File: src/rtl/oka_seq_mult.sv
// oka_seq_mult -- multi-cycle odd-even Karatsuba carry-less multiplier over GF(2)[x].
//
// Each operand is split into its even- and odd-indexed coefficients:
// A(x) = Ae(x^2) + x*Ao(x^2). The block then reuses a single HALF x HALF
// carry-less core over three cycles:
//   MUL_E computes Pe = Ae*Be, MUL_O computes Po = Ao*Bo, and MUL_M computes
//   Pm = (Ae^Ao)*(Be^Bo).
// In the MUL_M cycle it recombines
//   A*B = Pe(x^2) + x^2*Po(x^2) + x*(Pm^Pe^Po)(x^2)
// into the unreduced product. Handshakes on both sides are valid/ready.
//
// Ports:
//   clk        rising-edge clock
//   rst        synchronous active-high reset (discards any in-flight product)
//   in_valid   operands a/b valid
//   in_ready   block accepts operands this cycle (IDLE, or DONE with out_ready)
//   a, b       N-bit operands, bit i = coefficient of x^i
//   out_valid  y holds a valid product
//   out_ready  consumer accepts y this cycle
//   y          (2N-1)-bit unreduced product
//   busy       high in any state other than IDLE
module oka_seq_mult #(
  parameter int N = 82,
  localparam int HALF = N / 2
) (
  input  logic           clk,
  input  logic           rst,
  input  logic           in_valid,
  output logic           in_ready,
  input  logic [N-1:0]   a,
  input  logic [N-1:0]   b,
  output logic           out_valid,
  input  logic           out_ready,
  output logic [2*N-2:0] y,
  output logic           busy
);

  if ((N % 2) != 0 || N < 4) begin : g_bad_n
    $error("oka_seq_mult: N must be even and >= 4");
  end

  typedef enum logic [2:0] {IDLE, MUL_E, MUL_O, MUL_M, DONE} state_t;

  state_t            state_reg, state_next;
  logic [N-1:0]      a_reg, b_reg;
  logic [N-2:0]      pe_reg, po_reg;
  logic [2*N-2:0]    y_reg, y_next;
  logic              out_valid_reg;
  logic              load;

  // Even/odd operand halves, taken from the captured operands only.
  logic [HALF-1:0]   ae, ao, be, bo, am, bm;

  for (genvar gi = 0; gi < HALF; gi++) begin : g_split
    assign ae[gi] = a_reg[2*gi];
    assign ao[gi] = a_reg[2*gi+1];
    assign be[gi] = b_reg[2*gi];
    assign bo[gi] = b_reg[2*gi+1];
  end

  assign am = ae ^ ao;
  assign bm = be ^ bo;

  function automatic logic [N-2:0] clmul_half(input logic [HALF-1:0] x,
                                              input logic [HALF-1:0] z);
    logic [N-2:0] acc;
    acc = '0;
    for (int i = 0; i < HALF; i++) begin
      if (z[i]) acc = acc ^ ({{(HALF-1){1'b0}}, x} << i);
    end
    return acc;
  endfunction

  // A single shared core, whose operands are selected by the current state.
  logic [HALF-1:0] core_x, core_z;
  logic [N-2:0]    core_p;
  logic [N-2:0]    t_mix;

  always_comb begin
    core_x = ae;
    core_z = be;
    case (state_reg)
      MUL_O: begin
        core_x = ao;
        core_z = bo;
      end
      MUL_M: begin
        core_x = am;
        core_z = bm;
      end
      default: ;
    endcase
    core_p = clmul_half(core_x, core_z);
  end

  // In MUL_M, core_p is Pm. Pe and Po are already registered.
  assign t_mix = core_p ^ pe_reg ^ po_reg;

  // Even product bits combine Pe[i] with Po[i-1]. The two end bits each
  // have only one contributor.
  for (genvar gi = 0; gi < N; gi++) begin : g_even
    if (gi == 0) begin : g_lo
      assign y_next[0] = pe_reg[0];
    end else if (gi == N-1) begin : g_hi
      assign y_next[2*gi] = po_reg[gi-1];
    end else begin : g_mid
      assign y_next[2*gi] = pe_reg[gi] ^ po_reg[gi-1];
    end
  end

  for (genvar gi = 0; gi < N-1; gi++) begin : g_odd
    assign y_next[2*gi+1] = t_mix[gi];
  end

  always_comb begin
    state_next = state_reg;
    in_ready   = 1'b0;
    load       = 1'b0;
    case (state_reg)
      IDLE: begin
        in_ready = 1'b1;
        if (in_valid) begin
          load       = 1'b1;
          state_next = MUL_E;
        end
      end
      MUL_E: state_next = MUL_O;
      MUL_O: state_next = MUL_M;
      MUL_M: state_next = DONE;
      DONE: begin
        // Delivering a result and accepting the next operands share one
        // edge. This is what gives one result every four cycles.
        in_ready = out_ready;
        if (out_ready) begin
          load       = in_valid;
          state_next = in_valid ? MUL_E : IDLE;
        end
      end
      default: state_next = IDLE;
    endcase
  end

  always_ff @(posedge clk) begin
    if (rst) begin
      state_reg     <= IDLE;
      a_reg         <= '0;
      b_reg         <= '0;
      pe_reg        <= '0;
      po_reg        <= '0;
      y_reg         <= '0;
      out_valid_reg <= 1'b0;
    end else begin
      state_reg <= state_next;
      if (load) begin
        a_reg <= a;
        b_reg <= b;
      end
      if (state_reg == MUL_E) pe_reg <= core_p;
      if (state_reg == MUL_O) po_reg <= core_p;
      if (state_reg == MUL_M) begin
        y_reg         <= y_next;
        out_valid_reg <= 1'b1;
      end else if (state_reg == DONE && out_ready) begin
        out_valid_reg <= 1'b0;
      end
    end
  end

  assign y         = y_reg;
  assign out_valid = out_valid_reg;
  assign busy      = (state_reg != IDLE);

endmodule

File: config.mk
export PLATFORM = sky130hd
export DESIGN_NAME = oka_seq_mult
export DESIGN_NICKNAME = d
export VERILOG_FILES = /design/src/rtl/oka_seq_mult.sv
export SDC_FILE = /design/constraint.sdc
export NUM_CORES = 2
export LEC_CHECK = 0
export ABC_CLOCK_PERIOD_IN_PS = 3200
export CAP_MARGIN = 20
export CORE_MARGIN = 1
export CORE_UTILIZATION = 50
export CTS_CLUSTER_DIAMETER = 120
export DETAILED_ROUTE_END_ITERATION = 8
export PLACE_DENSITY = 0.7
export SLEW_MARGIN = 40
export SYNTH_ARGS = -nofsm -noshare
export SYNTH_HDL_FRONTEND = slang
export SYNTH_SLANG_ARGS = --single-unit
File: constraint.sdc
create_clock -name clk -period 3.2 [get_ports clk]
set_input_delay 0.32 -clock clk [delete_from_list [all_inputs] [get_ports clk]]
set_output_delay 0.32 -clock clk [all_outputs]
set_load 0.1 [all_outputs]
==> flow_results.xml <==
<?xml version="1.0" encoding="UTF-8"?>
<metrics>
  <group name="status">
    <metric name="run_status" unit="">complete, but fails checks</metric>
    <metric name="violated_checks" unit="">setup timing</metric>
  </group>
  <group name="logic_synthesis">
    <metric name="syn_inst" unit="">6122</metric>
    <metric name="seq_area_frac_synth" unit="%">22.8</metric>
    <metric name="adder_cell_share_of_the_synthesized_area" unit="%">0</metric>
    <metric name="ys_warn_count" unit="">0</metric>
    <metric name="postSynth.topFlopCell" unit="">sky130_fd_sc_hd__dfxtp_1</metric>
    <metric name="synth_xor_xnor_area_share" unit="%">38.3</metric>
    <metric name="compound_gate_portion_of_the_synthesized_area" unit="%">10.2</metric>
    <metric name="synth_edf_count" unit="">0</metric>
    <metric name="main_combinational_cell_family_by_area_after_synthesis" unit="">XOR/XNOR gates</metric>
    <metric name="post_synth_and_or_nand_nor_area_fraction" unit="%">22.6</metric>
    <metric name="syn_nets" unit="">6290</metric>
    <metric name="post_synth_mux_area_share" unit="%">0</metric>
    <metric name="netlist-cell-type-count" unit="">34</metric>
    <metric name="post_synth.cell_area_avg" unit="um^2">7.09</metric>
    <metric name="yosys_register_bits" unit="">493</metric>
    <metric name="synth_area" unit="um^2">43400</metric>
    <metric name="synth_async_sr_flop_share" unit="%">0</metric>
  </group>
  <group name="setup_path">
    <metric name="cp_cell_sequence" unit="">nor2b_4 &gt; buf_12 &gt; buf_8 &gt; buf_12 &gt; a21oi_1 &gt; a21o_2 &gt; buf_12 &gt; buf_4 &gt; nor2_2 &gt; xnor2_2 &gt; xnor2_1 &gt; xnor2_1 &gt; buf_4 &gt; xnor3_1 &gt; xnor2_1 &gt; buf_4 &gt; xnor2_2 &gt; a211oi_2</metric>
    <metric name="r2r.worst_path.cells" unit="">18</metric>
    <metric name="critPathRequiredTime" unit="ns">3.66</metric>
    <metric name="r2r_start" unit="">state_reg[1]</metric>
    <metric name="path_depth" unit="">18</metric>
    <metric name="worst_path_dominant_cell_family" unit="">XOR/XNOR gates</metric>
    <metric name="worstSetupEndpoint" unit="">y[79]</metric>
    <metric name="category_of_the_most_critical_setup_path" unit="">reg -&gt; reg</metric>
    <metric name="cp_endpoint_kind" unit="">flop</metric>
    <metric name="timing.critical_path.slowest_stage_cell" unit="">sky130_fd_sc_hd__dfxtp_2</metric>
    <metric name="rrSetupSlack" unit="ns">-0.31</metric>
    <metric name="slowest_delay" unit="ns">0.32</metric>
    <metric name="timing.critical_path.buf_inv" unit="">7</metric>
    <metric name="worst_setup_path_startpoint" unit="">state_reg[1]</metric>
    <metric name="cp.arrival" unit="ns">3.97</metric>
    <metric name="timing.critical_path.fanout_max" unit="">13</metric>
    <metric name="rr_endpoint" unit="">y[79]</metric>
    <metric name="crit_path_start_kind" unit="">flop</metric>
  </group>
  <group name="timing">
    <metric name="post-route-min-period" unit="ns">3.51</metric>
    <metric name="final-hold-violation-count" unit="">0</metric>
    <metric name="period_share" unit="%">110</metric>
    <metric name="rsz0062_at_grt" unit="">yes</metric>
    <metric name="final-setup-viol-count" unit="">131</metric>
    <metric name="timing_worst_slew_pin_value" unit="ns">0.829</metric>
    <metric name="maxClockFrequency" unit="MHz">285</metric>
    <metric name="slew_headroom" unit="%">44.6</metric>
    <metric name="post-route-worst-setup-slack" unit="ns">-0.311</metric>
    <metric name="finClkSkew" unit="ns">0.0163</metric>
    <metric name="number_of_pins_exceeding_their_max_slew_limit_in_the_final_report" unit="">0</metric>
    <metric name="final_tns_setup" unit="ns">-15.67</metric>
  </group>
  <group name="power">
    <metric name="power.static_leakage" unit="nW">22.0</metric>
    <metric name="total_power" unit="W">0.0274</metric>
    <metric name="ir_drop" unit="mV">0.419</metric>
    <metric name="power_per_cell_area" unit="nW/um^2">467</metric>
  </group>
  <group name="place">
    <metric name="globalplace.congestion" unit="">1.05</metric>
    <metric name="dp.cells" unit="">7748</metric>
    <metric name="dpl-instance-area" unit="um^2">52100</metric>
    <metric name="port_buffers" unit="">333</metric>
    <metric name="hpwl" unit="um">120000</metric>
  </group>
  <group name="drt">
    <metric name="drt-wirelength-per-cell" unit="um">23.3</metric>
    <metric name="via_per_inst" unit="">5.77</metric>
    <metric name="drtIter0Drc" unit="">6160</metric>
    <metric name="drt_pass1_iterations" unit="">9</metric>
    <metric name="finalWirelength" unit="um">186000</metric>
    <metric name="m1WireLength" unit="um">70500</metric>
    <metric name="via_count" unit="">46200</metric>
    <metric name="remaining_drc_errors" unit="">0</metric>
    <metric name="ant_nets" unit="">0</metric>
    <metric name="met2RoutedLength" unit="um">77500</metric>
    <metric name="met3_length" unit="um">26400</metric>
    <metric name="top_layer_used" unit="">met5</metric>
  </group>
  <group name="clock_network">
    <metric name="ctsLongestPathBuffers" unit="">3</metric>
    <metric name="worst_skew_pair.late_latency" unit="ns">0.60</metric>
    <metric name="clockRootBuffer" unit="">sky130_fd_sc_hd__clkbuf_16</metric>
    <metric name="cts_tree" unit="">done</metric>
    <metric name="cts.clk_slew.worst_paths" unit="ns">0.07</metric>
    <metric name="clkSinkCount" unit="">493</metric>
    <metric name="cts_max_level" unit="">2</metric>
    <metric name="tritoncts.num_buffers" unit="">50</metric>
  </group>
  <group name="layout">
    <metric name="finish.utilization" unit="%">68.6</metric>
    <metric name="final_nets" unit="">6992</metric>
    <metric name="area_growth" unit="%">35.3</metric>
    <metric name="final_cell_count_no_fill" unit="">8006</metric>
    <metric name="largest_reg_flops" unit="">163</metric>
    <metric name="final_area" unit="um^2">58700</metric>
    <metric name="layout-drive-gt1-share" unit="%">22.5</metric>
  </group>
  <group name="die">
    <metric name="rows" unit="">107</metric>
    <metric name="core" unit="um^2">85500</metric>
    <metric name="pin_count" unit="">334</metric>
    <metric name="die_w" unit="um">297</metric>
    <metric name="fp.dieH" unit="um">297</metric>
    <metric name="floorplan.die_area" unit="um^2">87900</metric>
    <metric name="starting_density_of_the_core" unit="%">50.7</metric>
  </group>
  <group name="worst_hold_path">
    <metric name="worstHoldPathType" unit="">in -&gt; reg</metric>
  </group>
  <group name="global_routing">
    <metric name="grt_max_degree" unit="">220</metric>
    <metric name="grt_use_total" unit="%">39.3</metric>
    <metric name="grt_antenna_before_repair" unit="">4</metric>
    <metric name="via_count_of_the_first_global_routing_pass" unit="">42200</metric>
    <metric name="grt_first_pass_wirelength" unit="um">263000</metric>
    <metric name="gr-total-overflow" unit="">0</metric>
  </group>
  <group name="job">
    <metric name="max_cap_violations" unit="">0</metric>
  </group>
</metrics>
-- worst reg2reg max path, cell delays in order, from the launching register on --
cell                       delay [ns]
sky130_fd_sc_hd__dfxtp_2         0.32
sky130_fd_sc_hd__nor2b_4         0.17
sky130_fd_sc_hd__buf_12          0.15
sky130_fd_sc_hd__buf_8           0.14
sky130_fd_sc_hd__buf_12          0.13
sky130_fd_sc_hd__a21oi_1         0.06
sky130_fd_sc_hd__a21o_2          0.22
sky130_fd_sc_hd__buf_12          0.16
sky130_fd_sc_hd__buf_4           0.18
sky130_fd_sc_hd__nor2_2          0.14
sky130_fd_sc_hd__xnor2_2         0.15
sky130_fd_sc_hd__xnor2_1         0.11
sky130_fd_sc_hd__xnor2_1         0.26
sky130_fd_sc_hd__buf_4           0.19
sky130_fd_sc_hd__xnor3_1         0.31
sky130_fd_sc_hd__xnor2_1         0.20
sky130_fd_sc_hd__buf_4           0.24
sky130_fd_sc_hd__xnor2_2         0.15
sky130_fd_sc_hd__a211oi_2        0.09
-- cell usage in the layout (no fill, tap or decap), types with 102 or more instances in the layout --
cell type / Yosys / layout
sky130_fd_sc_hd__xnor2_1: 1376 / 1281
sky130_fd_sc_hd__buf_2: 226 / 156
sky130_fd_sc_hd__xnor2_2: 14 / 102
sky130_fd_sc_hd__a211oi_1: 200 / 175
sky130_fd_sc_hd__buf_12: 0 / 215
sky130_fd_sc_hd__a21oi_1: 368 / 336
sky130_fd_sc_hd__buf_4: 51 / 499
sky130_fd_sc_hd__nor2_2: 7 / 134
sky130_fd_sc_hd__nand2_1: 579 / 576
sky130_fd_sc_hd__clkdlybuf4s50_1: 0 / 166
sky130_fd_sc_hd__dfxtp_1: 493 / 490
sky130_fd_sc_hd__xor2_1: 360 / 334
sky130_fd_sc_hd__nor2_1: 1876 / 1682
-- repair_timing --
| action | in CTS | in global routing |
|---|---|---|
| setup endpoints to repair | 125 | 199 |
| cloned | 12 | 17 |
| resized for setup | 323 | 352 |
| setup buffers | 98 | 51 |
| hold buffers | 0 | 0 |
| pin swaps | 222 | 198 |
-- synthesized netlist by cell type (81+ instances only) --
library cell | n | area share (%)
sky130_fd_sc_hd__a211oi_1 | 200 | 3.5
sky130_fd_sc_hd__a21o_1 | 81 | 1.4
sky130_fd_sc_hd__a21oi_1 | 368 | 4.2
sky130_fd_sc_hd__buf_2 | 226 | 2.6
sky130_fd_sc_hd__clkbuf_1 | 186 | 1.6
sky130_fd_sc_hd__dfxtp_1 | 493 | 23
sky130_fd_sc_hd__nand2_1 | 579 | 5.0
sky130_fd_sc_hd__nand3_1 | 82 | 0.95
sky130_fd_sc_hd__nor2_1 | 1876 | 16
sky130_fd_sc_hd__o21ai_0 | 81 | 0.93
sky130_fd_sc_hd__xnor2_1 | 1376 | 28
sky130_fd_sc_hd__xor2_1 | 360 | 7.3
-- cells by family (layout without fill, tap and decap cells) --
family | count (synthesis) | in the layout
xor+xnor | 1802 | 1802
other cells | 0 | 1
buf+inv | 530 | 1269
simple gates | 2560 | 2560
compound gates | 737 | 737
flops | 493 | 493
-- report_power, final --
part | internal, W | total (W) | switching (W) | leakage (nW)
sequential | 0.00661 | 0.00710 | 0.000491 | 4.02
clock | 0.00312 | 0.00569 | 0.00257 | 0.787
combinational | 0.00648 | 0.0146 | 0.00816 | 17.2
total | 0.0162 | 0.0274 | 0.0112 | 22.0
-- routing by layer --
metal	up-vias	track usage, %
li1	20500	-
met1	21500	51.1
met2	3206	59.8
met3	959	11.5
met4	12	17.8
met5	-	0
-- through the flow --
step	hold WS [ns]	worst slack [ns]
6_report	0.167	-0.311
4_1_cts	0.196	-0.177
3_3_place_gp	0.442	-0.525
3_5_place_dp	0.446	-0.609
2_1_floorplan	0.449	0.319
5_1_grt	0.222	-0.422
-- layout make-up --
type | count | area, um^2
fill | 6734 | 26800
tap | 1144 | 1430
clock buffer | 67 | 1420
antenna | 1 | 2.50
multi-input combinational | 5099 | 33100
sequential | 493 | 9880
clock inverter | 22 | 160
timing repair buffer | 1180 | 12800
-- worst min path at each step --
| stage | startpoint | cells past startpoint | end |
|---|---|---|---|
| global placement | y[153] | 2 | y[153] |
| detailed placement | y[9] | 2 | y[9] |
| floorplan | a_reg[0] | 2 | a_reg[0] |
| global route | rst | 2 | a_reg[64] |
| finish | rst | 2 | a_reg[64] |
| CTS | rst | 2 | a_reg[58] |
Power figures use the tool's default switching activity.
